===== config.mk =====
export PLATFORM = sky130hd
export DESIGN_NAME = mode_sequencer_flat
export DESIGN_NICKNAME = d
export VERILOG_FILES = /design/src/rtl/mode_seq_pkg.sv /design/src/rtl/mode_sequencer_if.sv /design/src/rtl/mode_sequencer_btn_edge.sv /design/src/rtl/mode_sequencer.sv /design/src/flat_wrapper.sv
export SDC_FILE = /design/constraint.sdc
export NUM_CORES = 1
export LEC_CHECK = 0
export ABC_AREA = 1
export CORE_MARGIN = 2
export CORE_UTILIZATION = 44
export DETAILED_ROUTE_END_ITERATION = 16
export PLACE_DENSITY = 0.67
export SYNTH_ARGS = -nofsm -noshare
export SYNTH_HDL_FRONTEND = slang
export SYNTH_SLANG_ARGS = --single-unit

===== constraint.sdc =====
create_clock -name clk -period 4.5 [get_ports clk]
set_input_delay 0.45 -clock clk [delete_from_list [all_inputs] [get_ports clk]]
set_output_delay 0.45 -clock clk [all_outputs]
set_load 0.02 [all_outputs]

===== src/rtl/mode_seq_pkg.sv =====
`default_nettype none
// ============================================================================
// Module      : mode_seq_pkg
// Description : Panel state codes and display-format codes shared by the
//               mode sequencer, format latch, display mux and counters.
// Revision    : 1.0 - initial release
// ============================================================================
package mode_seq_pkg;

  typedef enum logic [2:0] {
    ST_RUN        = 3'b000,
    ST_SET_HOUR   = 3'b001,
    ST_SET_MIN    = 3'b010,
    ST_ALM_HOUR   = 3'b011,
    ST_ALM_MIN    = 3'b100,
    ST_ALM_ARM    = 3'b101,
    ST_SET_FORMAT = 3'b110,
    ST_UNUSED     = 3'b111
  } state_t;

  localparam logic FMT_24H = 1'b0;
  localparam logic FMT_12H = 1'b1;

  // Mode-button successor; the last real state and the unused code both wrap to RUN
  function automatic state_t next_state(input state_t s);
    if (s == ST_SET_FORMAT || s == ST_UNUSED) return ST_RUN;
    return state_t'(s + 3'd1);
  endfunction

endpackage
`default_nettype wire


===== src/rtl/mode_sequencer_if.sv =====
`default_nettype none
// ============================================================================
// Module      : mode_sequencer_if
// Description : Button, tick and panel-output bundle of the mode sequencer.
//               master = panel/stimulus side, slave = sequencer.
// Revision    : 1.0 - initial release
// ============================================================================
interface mode_sequencer_if;
  logic       tick_1hz;
  logic       btn_mode;
  logic       btn_up;
  logic       btn_down;
  logic [2:0] state;
  logic       modeDisp;
  logic       alarm_en;
  logic       inc_pulse;
  logic       dec_pulse;

  modport master (
    output tick_1hz, btn_mode, btn_up, btn_down,
    input  state, modeDisp, alarm_en, inc_pulse, dec_pulse
  );

  modport slave (
    input  tick_1hz, btn_mode, btn_up, btn_down,
    output state, modeDisp, alarm_en, inc_pulse, dec_pulse
  );
endinterface
`default_nettype wire


===== src/rtl/mode_sequencer_btn_edge.sv =====
`default_nettype none
// ============================================================================
// Module      : btn_edge
// Description : Previous-level register and rising-edge detect for one
//               debounced, clk-synchronous button level.
// Revision    : 1.0 - initial release
// ============================================================================
module btn_edge (
  input  wire logic clk,
  input  wire logic reset,
  input  wire logic level,
  output logic      rise
);

  logic r_prev;

  // Remember last cycle's level; cleared on reset so stale history is dropped
  always_ff @(posedge clk) begin
    if (reset) r_prev <= 1'b0;
    else       r_prev <= level;
  end

  assign rise = level & ~r_prev;

endmodule
`default_nettype wire


===== src/rtl/mode_sequencer.sv =====
`default_nettype none
// ============================================================================
// Module      : mode_sequencer
// Description : Alarm-clock front-panel controller. Converts button levels
//               into the panel state code, 12/24 h selection, alarm arm flag
//               and inc/dec strobes; returns to RUN after TIMEOUT_S seconds
//               of inactivity (TIMEOUT_S valid range 1..63).
//               Optional macro MODE_SEQ_AUTO_REPEAT_EN: held up/down in the
//               field-set states repeats strobes every REPEAT_TICKS seconds.
// Revision    : 1.0 - initial release
// ============================================================================
module mode_sequencer
  import mode_seq_pkg::*;
#(
  parameter int TIMEOUT_S = 10
`ifdef MODE_SEQ_AUTO_REPEAT_EN
  ,
  parameter int REPEAT_TICKS = 4
`endif
) (
  input  wire logic        clk,
  input  wire logic        reset,
  mode_sequencer_if.slave  bus
);

  localparam logic [5:0] c_TMO_LAST = 6'(TIMEOUT_S - 1);

  state_t     r_state;
  logic       r_mode_disp;
  logic       r_alarm_en;
  logic       r_inc;
  logic       r_dec;
  logic [5:0] r_tmo_cnt;

  logic w_mode_e;
  logic w_up_e;
  logic w_down_e;
  logic w_field;
  logic w_hold;
  logic w_rpt_fire;

  btn_edge u_edge_mode (.clk(clk), .reset(reset), .level(bus.btn_mode), .rise(w_mode_e));
  btn_edge u_edge_up   (.clk(clk), .reset(reset), .level(bus.btn_up),   .rise(w_up_e));
  btn_edge u_edge_down (.clk(clk), .reset(reset), .level(bus.btn_down), .rise(w_down_e));

  assign w_field = (r_state == ST_SET_HOUR) || (r_state == ST_SET_MIN) ||
                   (r_state == ST_ALM_HOUR) || (r_state == ST_ALM_MIN);

`ifdef MODE_SEQ_AUTO_REPEAT_EN
  localparam logic [2:0] c_RPT_LAST = 3'(REPEAT_TICKS - 1);

  logic [2:0] r_rpt_cnt;

  // A lone up or down held past its edge (no edge anywhere this cycle) counts as holding
  assign w_hold     = w_field & (bus.btn_up ^ bus.btn_down) & ~(w_mode_e | w_up_e | w_down_e);
  assign w_rpt_fire = w_hold & bus.tick_1hz & (r_rpt_cnt == c_RPT_LAST);

  // Repeat interval counter: runs on ticks only while holding, cleared otherwise
  always_ff @(posedge clk) begin
    if (reset || !w_hold)  r_rpt_cnt <= 3'd0;
    else if (bus.tick_1hz) r_rpt_cnt <= (r_rpt_cnt == c_RPT_LAST) ? 3'd0 : r_rpt_cnt + 3'd1;
  end
`else
  assign w_hold     = 1'b0;
  assign w_rpt_fire = 1'b0;
`endif

  // Panel FSM: state advance, field actions, persistent flags and inactivity timeout
  always_ff @(posedge clk) begin
    if (reset) begin
      r_state     <= ST_RUN;
      r_mode_disp <= FMT_24H;
      r_alarm_en  <= 1'b0;
      r_inc       <= 1'b0;
      r_dec       <= 1'b0;
      r_tmo_cnt   <= 6'd0;
    end else begin
      r_inc <= 1'b0;
      r_dec <= 1'b0;
      if (r_state == ST_UNUSED) begin
        r_state   <= ST_RUN;
        r_tmo_cnt <= 6'd0;
      end else if (w_mode_e) begin
        // Mode wins over same-cycle up/down; those edges are dropped
        r_state   <= next_state(r_state);
        r_tmo_cnt <= 6'd0;
      end else if (w_up_e || w_down_e) begin
        r_tmo_cnt <= 6'd0;
        // Simultaneous up and down cancel each other
        if (w_up_e ^ w_down_e) begin
          if (w_field) begin
            r_inc <= w_up_e;
            r_dec <= w_down_e;
          end else if (r_state == ST_ALM_ARM) begin
            r_alarm_en <= ~r_alarm_en;
          end else if (r_state == ST_SET_FORMAT) begin
            r_mode_disp <= ~r_mode_disp;
          end
        end
      end else if (w_hold) begin
        r_tmo_cnt <= 6'd0;
        r_inc     <= w_rpt_fire & bus.btn_up;
        r_dec     <= w_rpt_fire & bus.btn_down;
      end else if (r_state == ST_RUN) begin
        r_tmo_cnt <= 6'd0;
      end else if (bus.tick_1hz) begin
        if (r_tmo_cnt == c_TMO_LAST) begin
          r_state   <= ST_RUN;
          r_tmo_cnt <= 6'd0;
        end else begin
          r_tmo_cnt <= r_tmo_cnt + 6'd1;
        end
      end
    end
  end

  assign bus.state     = r_state;
  assign bus.modeDisp  = r_mode_disp;
  assign bus.alarm_en  = r_alarm_en;
  assign bus.inc_pulse = r_inc;
  assign bus.dec_pulse = r_dec;

endmodule
`default_nettype wire


===== src/flat_wrapper.sv =====
// flat-port wrapper written by rule: the top's interface ports become plain ports
module mode_sequencer_flat import mode_seq_pkg::*;
#(
  parameter int TIMEOUT_S = 10

)
  (clk, reset, bus_tick_1hz, bus_btn_mode, bus_btn_up, bus_btn_down, bus_state, bus_modeDisp, bus_alarm_en, bus_inc_pulse, bus_dec_pulse);
  mode_sequencer_if bus_i ();
  input  wire logic clk;
  input  wire logic reset;
  input wire logic [$bits(bus_i.tick_1hz)-1:0] bus_tick_1hz;
  input wire logic [$bits(bus_i.btn_mode)-1:0] bus_btn_mode;
  input wire logic [$bits(bus_i.btn_up)-1:0] bus_btn_up;
  input wire logic [$bits(bus_i.btn_down)-1:0] bus_btn_down;
  output wire logic [$bits(bus_i.state)-1:0] bus_state;
  output wire logic [$bits(bus_i.modeDisp)-1:0] bus_modeDisp;
  output wire logic [$bits(bus_i.alarm_en)-1:0] bus_alarm_en;
  output wire logic [$bits(bus_i.inc_pulse)-1:0] bus_inc_pulse;
  output wire logic [$bits(bus_i.dec_pulse)-1:0] bus_dec_pulse;
  assign bus_i.tick_1hz = bus_tick_1hz;
  assign bus_i.btn_mode = bus_btn_mode;
  assign bus_i.btn_up = bus_btn_up;
  assign bus_i.btn_down = bus_btn_down;
  assign bus_state = bus_i.state;
  assign bus_modeDisp = bus_i.modeDisp;
  assign bus_alarm_en = bus_i.alarm_en;
  assign bus_inc_pulse = bus_i.inc_pulse;
  assign bus_dec_pulse = bus_i.dec_pulse;
  mode_sequencer #(.TIMEOUT_S(TIMEOUT_S)) u_core (.clk(clk), .reset(reset), .bus(bus_i));
endmodule

Word-level counts from Yosys, hierarchy flattened
Cells that the tools add are included.
{"block": "totals", "word_cells": 62, "out_inout_bits": 7, "reg_bits": 16}
{"block": "op_classes", "reduce_logical": 14, "n_bitwise": 15, "add_sub_neg": 2, "muxes": 12, "n_eq_ne": 10}
{"op": "$mux 3", "count": 7}
{"op": "$eq 3x3->1 const B", "count": 4}
{"op": "$not 1->1", "count": 11}
{"op": "$reduce_and 7->1", "count": 1}
{"op": "$add 6x1->6 const B", "count": 1}
{"op": "$eq 3x2->1 const B", "count": 2}
{"op": "$eq 6x4->1 const B", "count": 1}
{"op": "$mux 6", "count": 1}
{"op": "$reduce_and 6->1", "count": 1}
{"op": "$reduce_or 6->1", "count": 1}
{"op": "$logic_or 1x1->1", "count": 5}
{"op": "$reduce_or 5->1", "count": 1}
{"op": "$mux 1", "count": 4}
{"op": "$ne 2x2->1 const B", "count": 2}
{"op": "$reduce_and 4->1", "count": 1}
{"op": "$reduce_bool 2->1", "count": 2}
{"op": "$add 3x1->3 const B", "count": 1}
{"op": "$and 1x1->1", "count": 3}
{"op": "$eq 3x1->1 const B", "count": 1}
{"op": "$logic_not 3->1", "count": 1}
{"op": "$reduce_or 2->1", "count": 1}
{"op": "$xor 1x1->1", "count": 1}

Logic depth before layout (Yosys ltp)
Gate-level depths: netlist of run 1.
{"block": "logic_depth", "depth_word": 8, "mapped_depth": 10, "mapped_depth_nobuf": 10}

Modules after synthesis
From an unflattened synthesis of run 1, not the netlist that was laid out.
{"block": "unflattened", "hier_cells": 114, "area_unflattened_um2": 883.3}
{"module": "mode_sequencer", "n_inst": 1, "cells_each": 102, "area_per_inst_um2": 789.5, "seq_area_each_um2": 260.2}
{"module": "btn_edge", "n_inst": 3, "cells_each": 4, "area_per_inst_um2": 31.3, "seq_area_each_um2": 20.0}

Worst setup path before layout of run 1
No wires, ideal clock.
{"block": "synth_timing", "path_kind": "input to register", "startpoint": "in bus_btn_down", "endpoint": "reg u_core.r_mode_disp, in the netlist u_core.bus.modeDisp", "stages": 10, "path_slack_ns": 2.874, "arrival_time_ns": 1.511, "setup_ns": 0.115, "n_path_buf": 0, "path_cell_list": "inv_1 or2_2 ha_1 inv_1 nor2_1 nand3b_1 nor2_1 nand3_1 nand2_1 nor2_1"}
{"block": "synth_between", "elab_chain_cells": 3}
{"item": "start, declared", "line": "flat_wrapper.sv:14", "source": "input wire logic [$bits(bus_i.btn_down)-1:0] bus_btn_down;"}
{"item": "$and 1x1->1 *", "line": "mode_sequencer_btn_edge.sv:23", "source": "assign rise = level & ~r_prev;"}
{"item": "$xor 1x1->1 or $logic_or 1x1->1 (tied branches)", "line": "mode_sequencer.sv:90, mode_sequencer.sv:87"}
{"item": "$reduce_and 7->1 (no line) *"}
{"item": "end signal, assigned", "line": "mode_sequencer.sv:97", "source": "r_mode_disp <= ~r_mode_disp;"}
{"item": "end, declared", "line": "mode_sequencer.sv:29", "source": "logic r_mode_disp;"}
Mark *: on every way between the ends. The rest lies on a longest branch, timed or not.
A chain may end at the register's enable or synchronous reset.

Final worst setup path of run 1
Same ends and word-level chain as after synthesis.

==> results of run 1 <==
[worst paths after layout]
check / to / cells after the start
worst max-delay path: u_core.bus.modeDisp$_SDFFE_PP0P_ / 11
worst max register to register: u_core.bus.modeDisp$_SDFFE_PP0P_ / 9
worst min register to register: u_core.r_tmo_cnt[2]$_SDFFE_PP0P_ / 2
worst min-delay path: u_core.r_tmo_cnt[2]$_SDFFE_PP0P_ / 2
[per-layer routing]
| layer | global-route usage | routed length, um | up-vias |
|---|---|---|---|
| met5 | 0 | 0 | - |
| met4 | 0.0714 | 34 | 0 |
| met3 | 0.0278 | 38 | 5 |
| met2 | 0.250 | 725 | 11 |
| met1 | 0.191 | 749 | 310 |
| li1 | - | - | 384 |
[cell type report]
type	instances	area, sq um	share of cell area
multi-input combinational	79	469	0.445
clock buffer	4	36.3	0.0344
sequential	16	320	0.304
timing repair buffer	12	120	0.114
tap	27	33.8	0.0320
inverter	20	75.1	0.0712
[worst max-delay path, stage by stage]
cell             delay (ps)
clkdlybuf4s50_1         450
inv_1                    40
or2_2                   290
ha_1                    280
inv_1                    50
nor2_1                  120
nand3b_1                 90
nor2_1                  140
nand3_1                  80
nand2_1                  60
nor2_1                   30
[placed cells by master, fill, tap and decap left out, drive strengths merged]
cell type,instances
clkdlybuf4s50,12
inv,20
o21ai,3
a21oi,8
ha,9
nor3,2
nor2,19
and2,1
nand3b,1
xnor2,2
or2,2
nand3,8
xor2,1
clkbuf,4
nand2,23
dfxtp,16
[cells by family (layout without fill, tap and decap cells)]
family / after synthesis / in the layout / synth area share
flops: 16 / 16 / 0.370
buf+inv: 20 / 36 / 0.0868
compound gates: 11 / 11 / 0.0724
xor+xnor: 3 / 3 / 0.0304
simple gates: 56 / 56 / 0.310
fa+ha+maj: 9 / 9 / 0.130
[through the flow]
step | area [sq um] | hold WS [ps]
2_1_floorplan | 865 | 463
3_3_place_gp | 1020 | 479
3_5_place_dp | 1020 | 485
4_1_cts | 1050 | 503
5_1_grt | 1050 | 521
6_report | 1050 | 503
[cells in the mapped netlist, drive strengths merged]
cell	number	area, sq um
nand3	8	45.0
nor2	19	71.3
or2	2	12.5
a21oi	8	47.6
xnor2	2	17.5
nand3b	1	7.51
inv	20	75.1
nor3	2	21.3
xor2	1	8.76
dfxtp	16	320
and2	1	8.76
ha	9	113
nand2	23	101
o21ai	3	15.0
[where the power goes]
part	switching [mW]	internal, mW	total, mW
clock network	0.0482	0.0493	0.0975
registers	0.00258	0.145	0.147
logic	0.0197	0.0154	0.0351
==> results_dict.tcl, run 1 <==
set metrics [dict create \
    antenna_found_initial 0 \
    fin_setup_tns_ps 0 \
    outcome "finished, final reports clean" \
    timing.fmax_mhz 530 \
    syn_inst 115 \
    cts_setup_buffers 0 \
    groute.usage.overall 0.151 \
    p_leak_nw 0.490 \
    synth_nets 130 \
    rows 16 \
    grt_pass1_vias 660 \
    drc 0 \
    worstSkewPairLatency_ps 290 \
    grt_overflow 0 \
    synth.cell_area_sq_um 865 \
    worst_slack_ps 2610 \
    slew-limit-headroom 0.800 \
    ctsResizeCount 0 \
    via_per_inst 4.49 \
    die_h_um 48.3 \
    critPathRequiredTime_ps 4700 \
    hold_buffers 0 \
    finalPower_mw 0.280 \
    hold_start "u_core.r_tmo_cnt[2]$_SDFFE_PP0P_" \
    ir_drop_mv 0.146 \
    finalClockSkew_ps 4.10 \
    cts_buffers 3 \
    fin_crit_sh 0.419 \
    power_density_nw_per_um2 266 \
    r2r_slack_ps 2940 \
    worstSetupStartpointType "primary input" \
    drive_above_1_share 0.122 \
    synth-seq-cells 16 \
    die_area_sq_um 2340 \
    area_delta_synth_final_pct 22.0 \
    cp.arrival_ps 2090 \
    crit_path_start "bus_btn_down" \
    clockRootBuffer "clkbuf_4" \
    ys_seq_area_frac 0.370 \
    post-dp-hpwl_mm 1.15 \
    pre_cts_ws_ps 2310 \
    n_antenna_cell 0 \
    fillers 180 \
    clk_pin_slew_ps 100 \
    routed_wl_mm 1.55 \
    core_sq_um 1900 \
    grt_max_degree 10 \
    tightest_slew_ps 298 \
    min_path_type "flip-flop to flip-flop" \
    largest-register "u_core.r_tmo_cnt" \
    critPathMaxFanout 2 \
    maxCapViolCount 0 \
    place_inst 154 \
    drtPass1Iterations 4 \
    synth_warnings 0 \
    clock_path_buffers 2 \
    synth.distinct_cells 20 \
    cts_tree "done" \
    io_buffers 12 \
    grt_pass1_wl_mm 2.78 \
    vias 710 \
    initial_core_util 0.455 \
    wire_per_inst_um 9.79 \
    place.gp.congestion 0.739 \
    endpoint_kind "flip-flop" \
    io_pins 13 \
    min_period_ps 1890 \
    report.final.slew_viol_count 0 \
    die_w_um 48.3 \
    ant_nets 0 \
    drtIter0Drc 20 \
    grt_setup_unrepaired "no" \
    syn_area_per_cell_sq_um 7.52 \
    nets 147 \
    finalHoldViolations 0 \
    largest_register_ff_count 6 \
    setup_viol 0 \
    reg2reg_from "u_core.u_edge_down.r_prev$_SDFF_PP0_" \
    cts_sinks 16 \
    layout.cells.non_filler 158 \
    utilization 0.555 \
    ctsHtreeMaxLevel 1 \
    path_class "primary input to flip-flop" \
]
Power figures use the tool's default switching activity.
==> run 2, diff against run 1 <==
clock period = 1.9 ns   (was 4.5 ns; I/O delays follow)
==> results of run 2 <==
Same layout as run 1 (identical final DEF). Status: finished, final reports clean.
Among the figures that moved: setup slack after placement 2310 ps -> -25.9 ps; setup slack after layout 2610 ps -> 273 ps; hold slack 503 ps -> 411 ps; register-to-register setup slack 2940 ps -> 340 ps; end point of the worst hold path u_core.r_tmo_cnt[2]$_SDFFE_PP0P_ -> u_core.u_edge_up.r_prev$_SDFF_PP0_; total power 0.280 mW -> 0.663 mW; worst IR drop on VDD 0.146 mV -> 0.345 mV
==> run 3, diff against run 2 <==
GPL_TIMING_DRIVEN = 0   (was default)
==> run 3 against run 2 <==
Effect of this change: die area unchanged; register-to-register slack improved by 20 ps; clock power is 3% lower; worst setup slack lost 4.0 ps; routed wire length fell by 9.2%; core utilization unchanged; non-clock buffer count stayed put; critical path type unchanged; critical endpoint unchanged.
==> results_dict.tcl, run 3 (synthesis results as in run 1) <==
set metrics [dict create \
    ctsResizeCount 0 \
    hold_buffers 0 \
    core_sq_um 1900 \
    post-dp-hpwl_mm 1.15 \
    rows 16 \
    clockRootBuffer "clkbuf_4" \
    worstSetupStartpointType "primary input" \
    n_antenna_cell 0 \
    p_seq_frac 0.535 \
    timing.fmax_mhz 613 \
    drtPass1Iterations 4 \
    ctsHtreeMaxLevel 1 \
    place_inst 154 \
    via_per_inst 4.51 \
    routed_wl_mm 1.40 \
    drtIter0Drc 17 \
    die_w_um 48.3 \
    min_path_cells 3 \
    ant_nets 0 \
    clock_path_buffers 2 \
    cts_setup_buffers 0 \
    cts_buffers 3 \
    utilization 0.555 \
    initial_core_util 0.455 \
    pre_cts_ws_ps -30.2 \
    die_h_um 48.3 \
    critPathMaxFanout 2 \
    report.final.slew_viol_count 0 \
    setup_viol 0 \
    endpoint_kind "flip-flop" \
    fin_crit_sh 0.858 \
    path_class "primary input to flip-flop" \
    ir_drop_mv 0.384 \
    largest_register_ff_count 6 \
    largest-register "u_core.r_tmo_cnt" \
    critPathRequiredTime_ps 2080 \
    intPower_mw 0.496 \
    finalClockSkew_ps 1.02 \
    rr_endpoint "u_core.bus.modeDisp$_SDFFE_PP0P_" \
    wire_per_inst_um 8.89 \
    layout.cells.non_filler 158 \
    power_density_nw_per_um2 620 \
    r2r_slack_ps 360 \
    grt_max_degree 10 \
    worstSkewPairLatency_ps 280 \
    finalHoldViolations 0 \
    cts_sinks 16 \
    die_area_sq_um 2340 \
    grt_setup_unrepaired "no" \
    fillers 189 \
    io_buffers 12 \
    cts_tree "done" \
    p_switching_mw 0.158 \
    clk_pin_slew_ps 90 \
    slew-limit-headroom 0.830 \
    min_to "u_core.u_edge_up.r_prev$_SDFF_PP0_" \
    mostFrequentLayoutCells "19 x inv_1, 19 x nor2_1, 19 x nand2_1" \
    cp.arrival_ps 1820 \
    switching_share 0.241 \
    finalPower_mw 0.654 \
    groute.usage.overall 0.144 \
    r2r.worst_path.cells 9 \
    antenna_found_initial 0 \
    grt_overflow 0 \
    place.gp.congestion 0.714 \
    comb_power_share 0.125 \
    vias 713 \
    drive_above_1_share 0.122 \
    min_path_type "primary input to flip-flop" \
    clkPwrFrac 0.341 \
    drc 0 \
    area_delta_synth_final_pct 22.0 \
    nets 147 \
    tightest_slew_ps 253 \
    grt_pass1_vias 691 \
    hold_start "bus_btn_up" \
    reg2reg_from "u_core.u_edge_down.r_prev$_SDFF_PP0_" \
    io_pins 13 \
    outcome "finished, final reports clean" \
    grt_pass1_wl_mm 2.70 \
    maxCapViolCount 0 \
    min_period_ps 1630 \
    p_leak_nw 0.490 \
    worst_slack_ps 269 \
]
-- run 3: cell counts in the layout (fill, tap and decap cells not counted) --
Identical to the previous run, type by type.
-- run 3: metrics by stage --
stage          hold slack (ps)  TNS (ps)  instance area [sq um]
3_5_place_dp               486     -30.2                   1020
4_1_cts                    417         0                   1050
5_1_grt                    443         0                   1050
2_1_floorplan              261         0                    865
3_3_place_gp               477     -3.16                   1020
6_report                   427         0                   1050
-- run 3: layer usage --
layer | part of all wire | wire length (um) | GRT usage | vias up
met5 | 0 | 0 | 0 | -
met4 | 0.020 | 28 | 0.0714 | 0
met3 | 0.026 | 37 | 0.0309 | 4
met2 | 0.48 | 678 | 0.234 | 8
met1 | 0.47 | 660 | 0.180 | 314
li1 | - | - | - | 387
-- run 3: critical path, stage by stage --
cell and delay (ps):
clkdlybuf4s50_1 460, inv_1 40, or2_2 280, ha_1 280, inv_1 40, nor2_1 110
nand3b_1 90, nor2_1 130, nand3_1 80, nand2_1 60, nor2_1 40
-- run 3: worst max path at each step --
stage | from | end | slack, ps | depth (start not counted)
2_1_floorplan | u_core.u_edge_down.r_prev$_SDFF_PP0_ | u_core.bus.modeDisp$_SDFFE_PP0P_ | 460 | 9
3_3_place_gp | bus_btn_down | u_core.bus.modeDisp$_SDFFE_PP0P_ | -3 | 11
3_5_place_dp | bus_btn_down | u_core.bus.modeDisp$_SDFFE_PP0P_ | -30 | 11
4_1_cts | bus_btn_down | u_core.bus.modeDisp$_SDFFE_PP0P_ | 270 | 11
5_1_grt | bus_btn_down | u_core.bus.modeDisp$_SDFFE_PP0P_ | 140 | 11
6_report | bus_btn_down | u_core.bus.modeDisp$_SDFFE_PP0P_ | 270 | 11
-- run 3: area by class of cell --
cell class | instances | area, sq um | share of cell area
tap | 27 | 33.8 | 0.0320
timing repair buffer | 12 | 120 | 0.114
inverter | 20 | 75.1 | 0.0712
sequential | 16 | 320 | 0.304
multi-input combinational | 79 | 469 | 0.445
clock buffer | 4 | 36.3 | 0.0344
-- run 3: power groups by stage --
stage          sequential [mW]  combinational, mW  clock, mW
2_1_floorplan            0.361             0.0469          0
3_3_place_gp             0.357             0.0804          0
3_5_place_dp             0.357             0.0827          0
4_1_cts                  0.350             0.0832      0.232
5_1_grt                  0.351             0.0949      0.248
6_report                 0.349             0.0816      0.223
